--- src/rtl/stepper_ramp_ctrl.sv ---
// Step/direction sequencer with a trapezoidal speed profile.
// A move is accepted over cmd_valid/cmd_ready. Step pulses are timed directly
// from the system clock. The step interval ramps down from the start period to
// the cruise period, holds, then ramps back up so the last step uses the start
// period again. abort shortens the move to a controlled deceleration.
module stepper_ramp_ctrl #(
  parameter int PERIOD_W = 26,
  parameter int STEP_W   = 16,
  parameter int PULSE_W  = 100
) (
  input  logic                clock_100Mhz,
  input  logic                reset,
  input  logic                cmd_valid,
  output logic                cmd_ready,
  input  logic [STEP_W-1:0]   cmd_steps,
  input  logic                cmd_dir,
  input  logic [PERIOD_W-1:0] start_period,
  input  logic [PERIOD_W-1:0] min_period,
  input  logic [PERIOD_W-1:0] ramp_delta,
  input  logic                abort,
  output logic                step,
  output logic                dir,
  output logic                busy,
  output logic                done,
  output logic                aborted,
  output logic [STEP_W-1:0]   steps_left
);

  localparam logic [PERIOD_W-1:0] PULSE_LEN = PERIOD_W'(PULSE_W);
  localparam logic [PERIOD_W-1:0] MIN_LEGAL = PERIOD_W'(2 * PULSE_W);

  typedef enum logic [2:0] {IDLE, ACCEL, CRUISE, DECEL, FINISH} state_t;

  function automatic logic [PERIOD_W-1:0] max_p(input logic [PERIOD_W-1:0] a,
                                                input logic [PERIOD_W-1:0] b);
    return (a > b) ? a : b;
  endfunction

  function automatic logic [PERIOD_W-1:0] min_p(input logic [PERIOD_W-1:0] a,
                                                input logic [PERIOD_W-1:0] b);
    return (a < b) ? a : b;
  endfunction

  // Lengthen the interval by d, saturating at cap; the sum is one bit wider so it cannot wrap.
  function automatic logic [PERIOD_W-1:0] ramp_up(input logic [PERIOD_W-1:0] p,
                                                  input logic [PERIOD_W-1:0] d,
                                                  input logic [PERIOD_W-1:0] cap);
    logic [PERIOD_W:0] sum;
    sum = {1'b0, p} + {1'b0, d};
    if (sum > {1'b0, cap}) return cap;
    return sum[PERIOD_W-1:0];
  endfunction

  // Shorten the interval by d, saturating at floor; p never sits below floor.
  function automatic logic [PERIOD_W-1:0] ramp_down(input logic [PERIOD_W-1:0] p,
                                                    input logic [PERIOD_W-1:0] d,
                                                    input logic [PERIOD_W-1:0] floor);
    if ((p - floor) > d) return p - d;
    return floor;
  endfunction

  function automatic logic [STEP_W-1:0] dec_sat(input logic [STEP_W-1:0] a);
    return (a == '0) ? a : a - 1'b1;
  endfunction

  // Remaining steps after an abort: just enough to ramp back down from the
  // current speed (one step per acceleration step taken, plus the next one).
  function automatic logic [STEP_W-1:0] clamp_abort(input logic [STEP_W-1:0] left,
                                                    input logic [STEP_W-1:0] acc);
    logic [STEP_W:0] lim;
    lim = {1'b0, acc} + 1'b1;
    if ({1'b0, left} > lim) return lim[STEP_W-1:0];
    return left;
  endfunction

  state_t              state, state_n;
  logic [PERIOD_W-1:0] period, period_n;
  logic [PERIOD_W-1:0] sp, sp_n;
  logic [PERIOD_W-1:0] mp, mp_n;
  logic [PERIOD_W-1:0] delta, delta_n;
  logic [STEP_W-1:0]   accel_cnt, accel_cnt_n;
  logic [PERIOD_W-1:0] icnt, icnt_n;
  logic [PERIOD_W-1:0] hcnt, hcnt_n;
  logic                step_n, dir_n, busy_n, done_n, aborted_n, cmd_ready_n;
  logic [STEP_W-1:0]   steps_left_n;
  logic [STEP_W-1:0]   left_dec;
  logic [PERIOD_W-1:0] sp_cmd, mp_cmd;

  // Start/final interval and cruise interval, both held to the legal minimum.
  assign sp_cmd = max_p(start_period, MIN_LEGAL);
  assign mp_cmd = max_p(min_p(min_period, sp_cmd), MIN_LEGAL);

  // Next-state and next-output logic for the move sequencer.
  always_comb begin
    state_n      = state;
    period_n     = period;
    sp_n         = sp;
    mp_n         = mp;
    delta_n      = delta;
    accel_cnt_n  = accel_cnt;
    icnt_n       = icnt;
    hcnt_n       = hcnt;
    step_n       = step;
    dir_n        = dir;
    busy_n       = busy;
    done_n       = 1'b0;
    aborted_n    = aborted;
    steps_left_n = steps_left;
    left_dec     = steps_left - 1'b1;

    // Pulse high-time timer runs regardless of state so the last pulse completes.
    if (step) begin
      if (hcnt == PULSE_LEN) step_n = 1'b0;
      else                   hcnt_n = hcnt + 1'b1;
    end

    unique case (state)
      IDLE: begin
        if (cmd_valid && cmd_ready) begin
          dir_n        = cmd_dir;
          steps_left_n = cmd_steps;
          sp_n         = sp_cmd;
          mp_n         = mp_cmd;
          delta_n      = ramp_delta;
          period_n     = sp_cmd;
          accel_cnt_n  = '0;
          aborted_n    = 1'b0;
          busy_n       = 1'b1;
          icnt_n       = PERIOD_W'(1);
          if (cmd_steps == '0)       state_n = FINISH;
          else if (mp_cmd == sp_cmd) state_n = CRUISE;
          else                       state_n = ACCEL;
        end
      end
      ACCEL, CRUISE, DECEL: begin
        if (icnt == period) begin
          step_n       = 1'b1;
          hcnt_n       = PERIOD_W'(1);
          icnt_n       = PERIOD_W'(1);
          steps_left_n = left_dec;
          if (left_dec == '0) begin
            state_n = FINISH;
          end else if (state == DECEL || left_dec <= accel_cnt) begin
            state_n     = DECEL;
            period_n    = ramp_up(period, delta, sp);
            accel_cnt_n = dec_sat(accel_cnt);
          end else if (state == ACCEL) begin
            period_n    = ramp_down(period, delta, mp);
            accel_cnt_n = accel_cnt + 1'b1;
            if (period_n == mp) state_n = CRUISE;
          end
        end else begin
          icnt_n = icnt + 1'b1;
        end
        // Abort trims the move after any coincident step has been counted.
        if (abort && state != DECEL) begin
          steps_left_n = clamp_abort(steps_left_n, accel_cnt_n);
          aborted_n    = 1'b1;
        end
      end
      FINISH: begin
        if (!step || hcnt == PULSE_LEN) begin
          state_n = IDLE;
          busy_n  = 1'b0;
          done_n  = 1'b1;
        end
      end
      default: state_n = IDLE;
    endcase

    cmd_ready_n = (state_n == IDLE);
  end

  // Control state and outputs, asynchronously cleared.
  always_ff @(posedge clock_100Mhz or posedge reset) begin
    if (reset) begin
      state      <= IDLE;
      step       <= 1'b0;
      dir        <= 1'b0;
      busy       <= 1'b0;
      done       <= 1'b0;
      aborted    <= 1'b0;
      steps_left <= '0;
      cmd_ready  <= 1'b0;
    end else begin
      state      <= state_n;
      step       <= step_n;
      dir        <= dir_n;
      busy       <= busy_n;
      done       <= done_n;
      aborted    <= aborted_n;
      steps_left <= steps_left_n;
      cmd_ready  <= cmd_ready_n;
    end
  end

  // Profile datapath; every field is loaded at accept before it is used.
  always_ff @(posedge clock_100Mhz) begin
    period    <= period_n;
    sp        <= sp_n;
    mp        <= mp_n;
    delta     <= delta_n;
    accel_cnt <= accel_cnt_n;
    icnt      <= icnt_n;
    hcnt      <= hcnt_n;
  end

endmodule
--- config.mk ---
export PLATFORM = sky130hd
export DESIGN_NAME = stepper_ramp_ctrl
export DESIGN_NICKNAME = d
export VERILOG_FILES = /design/src/rtl/stepper_ramp_ctrl.sv
export SDC_FILE = /design/constraint.sdc
export NUM_CORES = 1
export LEC_CHECK = 0
export CAP_MARGIN = 20
export CORE_UTILIZATION = 62
export CTS_BUF_LIST = sky130_fd_sc_hd__clkbuf_16
export DETAILED_ROUTE_END_ITERATION = 16
export GPL_TIMING_DRIVEN = 1
export MAX_ROUTING_LAYER = met4
export PLACE_DENSITY = 0.82
export RECOVER_POWER = 100
export SLEW_MARGIN = 20
export SYNTH_ARGS = -nofsm -noshare
export SYNTH_HDL_FRONTEND = slang
export SYNTH_SLANG_ARGS = --single-unit
--- constraint.sdc ---
create_clock -name clock_100Mhz -period 11.54 [get_ports clock_100Mhz]
set_input_delay 2.885 -clock clock_100Mhz [delete_from_list [all_inputs] [get_ports clock_100Mhz]]
set_output_delay 2.885 -clock clock_100Mhz [all_outputs]
set_load 0.1 [all_outputs]
==> results of run 1 <==
## power groups by stage
stage | clock network (mW) | logic, mW | registers (mW)
2_1_floorplan | 0 | 0.502 | 1.03
3_3_place_gp | 0 | 0.854 | 0.880
3_5_place_dp | 0 | 0.871 | 0.882
4_1_cts | 0.622 | 0.877 | 0.867
5_1_grt | 0.643 | 0.953 | 0.870
6_report | 0.619 | 0.882 | 0.866
## registers in the layout (all words and copies together), names as in the netlist, 3 cells and up
register    count
delta          26
steps_left     16
accel_cnt      16
state           3
hcnt           26
icnt           26
sp             26
period         26
mp             26
## cells in the mapped netlist, types with 11 or more instances
| cell | count | share of area, % |
|---|---|---|
| a211oi_1 | 16 | 0.65 |
| a21o_1 | 43 | 1.7 |
| a21oi_1 | 143 | 3.9 |
| a31oi_1 | 21 | 0.71 |
| and3_1 | 20 | 0.67 |
| buf_1 | 11 | 0.22 |
| clkbuf_1 | 87 | 1.8 |
| dfrtp_1 | 25 | 3.4 |
| dfxtp_1 | 26 | 2.8 |
| edfxtp_1 | 146 | 24 |
| ha_1 | 192 | 13 |
| inv_1 | 173 | 3.5 |
| mux2_2 | 25 | 1.5 |
| mux2i_1 | 21 | 1.1 |
| nand2_1 | 146 | 3.0 |
| nand2b_1 | 20 | 0.67 |
| nand3_1 | 63 | 1.7 |
| nand4_1 | 52 | 1.8 |
| nor2_1 | 220 | 4.5 |
| nor2b_1 | 22 | 0.74 |
| nor3_1 | 63 | 1.7 |
| nor4_1 | 44 | 1.5 |
| o21a_1 | 12 | 0.49 |
| o21ai_0 | 88 | 2.4 |
| o21bai_1 | 17 | 0.69 |
| o31ai_1 | 22 | 0.89 |
| or2_2 | 11 | 0.37 |
| or3_1 | 20 | 0.67 |
| or4_1 | 14 | 0.57 |
| xnor2_1 | 133 | 6.3 |
| xor2_1 | 92 | 4.3 |
## cells in the final DEF, fill, tap and decap left out, drive strengths merged, types with 7 or more instances in the layout
| cell | n |
|---|---|
| xor2 | 93 |
| clkbuf | 25 |
| nor4 | 46 |
| nor2b | 22 |
| mux2i | 21 |
| a211oi | 17 |
| and2 | 8 |
| nor3 | 63 |
| a2111oi | 8 |
| or4 | 15 |
| and4 | 9 |
| o22ai | 7 |
| ha | 192 |
| or3 | 21 |
| dfrtp | 25 |
| a21o | 43 |
| xnor2 | 134 |
| clkdlybuf4s50 | 52 |
| mux2 | 26 |
| clkinv | 7 |
| nand2 | 146 |
| edfxtp | 146 |
| a311oi | 7 |
| o41ai | 9 |
| or2 | 13 |
| a31oi | 22 |
| o21ai | 93 |
| and3 | 20 |
| nor2 | 220 |
| o211ai | 9 |
| nand2b | 20 |
| o21bai | 17 |
| dlygate4sd3 | 68 |
| o21a | 13 |
| o31ai | 22 |
| nand4 | 52 |
| dfxtp | 26 |
| inv | 181 |
| a21oi | 144 |
| nand3 | 63 |
## metal layers
layer	wire [um]	track usage (%)
met1	25810	57.36
met2	23480	52.94
met3	6182	5.766
met4	1311	10.72
met5	0	-
## area by class of cell
type	instances	area [sq um]
inverter	175	658.1
multi-input combinational	1694	11930
clock inverter	15	161.4
clock buffer	17	425.4
fill	2297	8627
sequential	197	5530
tap	384	480.5
timing repair buffer	134	1276
## metrics by stage
| step | setup slack, ns | utilization (%) |
|---|---|---|
| after detailed placement | 2.242 | 68.50 |
| after CTS | 2.192 | 70.52 |
| after global routing | 0.8450 | 70.34 |
| final | 1.549 | 70.34 |
| after floorplan | 2.953 | - |
| after global placement | 2.436 | 68.50 |
## kinds of logic after synthesis
family / share of synthesized area (%)
multiplexers: 2.713
buffers and inverters: 5.865
adder cells (fa/ha/maj): 13.28
flip-flops: 29.83
AND/OR/NAND/NOR: 19.92
AO/OA/AOI/OAI: 17.34
XOR/XNOR: 11.05
## critical path, delay by kind of cell (launching register included)
family / cells / cell delay, ns
mux: 1 / 0.43
fa+ha+maj: 3 / 0.80
buf+inv: 2 / 0.41
compound gates: 11 / 3.08
simple gates: 12 / 3.85
xor+xnor: 3 / 0.73
flops: 1 / 0.48
## how the worst max path moves through the flow
| stage | cells after the start | slack [ns] | to |
|---|---|---|---|
| 6_report | 32 | 1.55 | steps_left[5]$_DFFE_PP0P_ |
| 5_1_grt | 32 | 0.84 | steps_left[10]$_DFFE_PP0P_ |
| 4_1_cts | 32 | 2.19 | steps_left[1]$_DFFE_PP0P_ |
| 3_5_place_dp | 31 | 2.24 | steps_left[7]$_DFFE_PP0P_ |
| 3_3_place_gp | 31 | 2.44 | steps_left[7]$_DFFE_PP0P_ |
| 2_1_floorplan | 38 | 2.95 | steps_left[15]$_DFFE_PP0P_ |
==> summary.txt, run 1 <==
Worst Path Max Fanout: 48
vias in the first global route: 15696
router iterations before antenna repair: 6
full die area: 30600 sq um
via count: 16980
CTS tree: yes
Net Sw Power: 0.9552 mW
H-tree depth: 4
routed wire length: 56780 um
Post-DP HPWL: 44240 um
pin count of the biggest net entering global routing: 79
Worst setup SP type: flop
R2R setup slack: 1.55 ns
post-place instance area: 19930 sq um
Post-Syn Nets: 2466
post-placement cell count: 2583
CTS Hold Buffers Added: 0
Crit. Startpoint: steps_left[0]$_DFFE_PP0P_
slowest stage delay, CP: 0.83 ns
Core Region: 29090 sq um
Static Leak: 8.418 nW
yosys warns: 0
port bufs: 120
Tcrit/Tclk final: 86.58%
pins over their slew limit: 240
gr usage total: 38.28%
P&R area growth vs syn: 10.38%
hold depth: 1
maxcap violations: 6
Fin. Hold Viols: 0
worst-path cell with the longest stage delay: a21bo_2
failing checks: capacitance limit, slew limit
cells resized by post-CTS repair: 0
Worst Setup End Kind: flop
first-pass GRT wire length: 88110 um
die width: 174.9 um
final total negative setup slack: 0 ns
Post-Syn Area per Cell: 8.535 sq um
setup bufs post-CTS: 0
Sink Count: 197
Seq/Total Area, Yosys: 29.83%
minimum clock period after layout: 9.991 ns
die height: 174.9 um
fin cells: 2616
hold slack final: 0.5073 ns
CP Data Required Time: 11.84 ns
Clock Skew: 0.01488 ns
Inserted Clock Buffers: 17
Max IR drop VDD: 0.1915 mV
distinct cell type count after synthesis: 103
Pwr Density: 115.7 nW/um^2
Worst-path clk slew: 0.09 ns
deepest clock path buffer count: 2
CTS root buffer: clkbuf_16
Fmax achieved: 100.1 MHz
R2R Path Start: steps_left[0]$_DFFE_PP0P_
Worst Tran Pin Value: 4.041 ns
Sw Ratio: 40.36%
Async S/R FF share, synth: 12.69%
CP Class: flop to flop
initial DRC count: 1813
share of layout cells above drive strength 1: 4.659%
Hold EP: aborted$_DFFE_PP0P_
HP Class: flop to flop
initial antenna violation count: 0
Ports: 121
DRC viols: 0
slew margin rel.: -169.4%
Layout Nets: 2513
mean routed wirelength per cell: 21.71 um
total power draw: 2.367 mW
total gr overflow: 0
status: finished with violations
post-synthesis cell area: 18540 sq um
final setup vio count: 0
Placer Congestion: 1.043
Pint: 1.412 mW
clock power share: 26.2%
EDFF count, synth: 146
worst-skew pair later-pin latency: 0.46 ns
RSZ-0062 raised after global routing: no
Critical Path AT: 10.29 ns
Reg2Reg Capture Point: steps_left[5]$_DFFE_PP0P_
hold path startpoint: aborted$_DFFE_PP0P_
Starting Density: 63.73%
Avg Vias per Cell: 6.491
Rows: 62
worst-case reg-to-reg path depth: 32
final instance area: 20460 sq um
Syn Inst Count: 2172
Reg power frac: 36.6%
register bit count reported by yosys: 197
top_reg_cell synth: edfxtp_1
DRT antenna net count: 0
Logic pwr share: 37.3%
CP most frequent cell: ha_1
# diodes: 0
No activity file was read; power rests on OpenSTA's default activity.
==> inputs of run 2 (changes only) <==
Settings changed: CORE_ASPECT_RATIO from default to 0.8, CORE_UTILIZATION 62 to 60, PLACE_DENSITY 0.82 to 0.8, TNS_END_PERCENT from default to 100.
==> summary.txt, run 2 (synthesized netlist as in run 1, its figures left out) <==
status: finished with violations
failing checks: capacitance limit, slew limit
routed wire length: 57830 um
total power draw: 2.306 mW
deepest clock path buffer count: 2
via count: 16933
Tcrit/Tclk final: 85.88%
Pwr Density: 112.7 nW/um^2
Layout Nets: 2512
CTS root buffer: clkbuf_16
post-placement cell count: 2612
CP Data Required Time: 11.86 ns
Critical Path AT: 10.23 ns
worst-skew pair later-pin latency: 0.46 ns
vias in the first global route: 15586
final total negative setup slack: 0 ns
P&R area growth vs syn: 10.37%
CP most frequent cell: ha_1
# diodes: 0
share of layout cells above drive strength 1: 4.572%
met2 usage: 47.10%
Reg2Reg Capture Point: steps_left[8]$_DFFE_PP0P_
Worst setup SP type: flop
Avg Vias per Cell: 6.404
Ports: 121
Worst Setup End Kind: flop
CP Class: flop to flop
Rows: 57
pins over their slew limit: 202
worst-path cell with the longest stage delay: a21bo_1
maxcap violations: 4
port bufs: 120
full die area: 31610 sq um
R2R setup slack: 1.63 ns
pin count of the biggest net entering global routing: 80
final setup vio count: 0
slowest stage delay, CP: 1.10 ns
commonest non-fill, non-tap cell in the layout: nor2_1
minimum clock period after layout: 9.911 ns
Core Region: 30380 sq um
Inserted Clock Buffers: 17
fin cells: 2644
Max IR drop VDD: 0.1645 mV
R2R Path Start: steps_left[0]$_DFFE_PP0P_
slew margin rel.: -181.2%
total gr overflow: 0
RSZ-0062 raised after global routing: no
Post-DP HPWL: 45850 um
cells resized by post-CTS repair: 0
worst-case reg-to-reg path depth: 32
die height: 159.2 um
DRT antenna net count: 0
H-tree depth: 4
HP Class: flop to flop
Worst Tran Pin Value: 4.218 ns
router iterations before antenna repair: 6
mean routed wirelength per cell: 21.87 um
Starting Density: 61.02%
setup bufs post-CTS: 0
first-pass GRT wire length: 88690 um
hold depth: 2
Placer Congestion: 1.039
CTS Hold Buffers Added: 0
Fin. Hold Viols: 0
Worst Path Max Fanout: 48
GRT Max-Usage Layer: met1
min setup slack post-route: 1.629 ns
initial antenna violation count: 0
initial DRC count: 1886
CTS tree: yes
DP Worst Slack: 2.040 ns
Clock Skew: 0.01750 ns
met3 Use GR: 11.67%
Fmax achieved: 100.9 MHz
met1 usage: 58.54%
gr usage total: 37.88%
most frequent cells in the layout: nor2_1 (219), ha_1 (192), inv_1 (175)
hold path startpoint: dir$_DFFE_PP0P_
Hold EP: dir$_DFFE_PP0P_
Worst-path clk slew: 0.08 ns
Static Leak: 8.402 nW
DRC viols: 0
Sink Count: 197
die width: 198.5 um
-- run 2: cell types whose count changed in the layout (fill, tap and decap cells not counted), moves of 2 or more --
cell        before  now
clkbuf_1         8    6
clkinvlp_4       0    3
inv_1          172  175
inv_8            4    1
-- run 2: metal layers --
metal	vias up	wire length, um
li1	7937	-
met1	7957	27070
met2	987	21580
met3	52	8253
met4	0	924
met5	-	0
-- run 2: how the worst max path moves through the flow --
stage               depth (start not counted)                 startpoint                         end
finish                                     32  steps_left[0]$_DFFE_PP0P_   steps_left[8]$_DFFE_PP0P_
floorplan                                  38  steps_left[0]$_DFFE_PP0P_  steps_left[15]$_DFFE_PP0P_
detailed placement                         32  steps_left[0]$_DFFE_PP0P_  steps_left[12]$_DFFE_PP0P_
CTS                                        32  steps_left[0]$_DFFE_PP0P_   steps_left[1]$_DFFE_PP0P_
global placement                           31  steps_left[0]$_DFFE_PP0P_   steps_left[7]$_DFFE_PP0P_
global route                               32  steps_left[0]$_DFFE_PP0P_  steps_left[12]$_DFFE_PP0P_
-- run 2: per-stage QoR --
stage | area (sq um) | util (%) | hold WS [ns]
3_5_place_dp | 19960 | 65.71 | 0.4744
3_3_place_gp | 19960 | 65.71 | 0.4646
4_1_cts | 20490 | 67.46 | 0.4989
2_1_floorplan | 18540 | - | 0.4844
6_report | 20460 | 67.35 | 0.4960
5_1_grt | 20460 | 67.35 | 0.5175
-- run 2: worst max-delay path: cells and delay by family (launching register included) --
family / cells / cell delay [ns]
AO/OA/AOI/OAI: 12 / 3.78
XOR/XNOR: 3 / 0.75
flip-flops: 1 / 0.48
multiplexers: 1 / 0.43
buffers and inverters: 2 / 0.41
adder cells (fa/ha/maj): 3 / 0.79
AND/OR/NAND/NOR: 11 / 3.10
-- run 2: final cells by class --
type	count	area, sq um
clock buffers	17	425.4
clock inverters	15	106.4
fillers	2586	9920
inverters	175	658.1
multi-input cells	1694	11950
flip-flops and latches	197	5530
well taps	413	516.7
repair buffers	133	1276
-- run 2: report_power, final --
| group | leakage, nW | internal [mW] | total [mW] | switching [mW] |
|---|---|---|---|---|
| Combinational | 6.19 | 0.295 | 0.876 | 0.581 |
| Sequential | 1.95 | 0.804 | 0.871 | 0.0675 |
| Clock | 0.264 | 0.277 | 0.559 | 0.282 |
| Total | 8.40 | 1.38 | 2.31 | 0.931 |
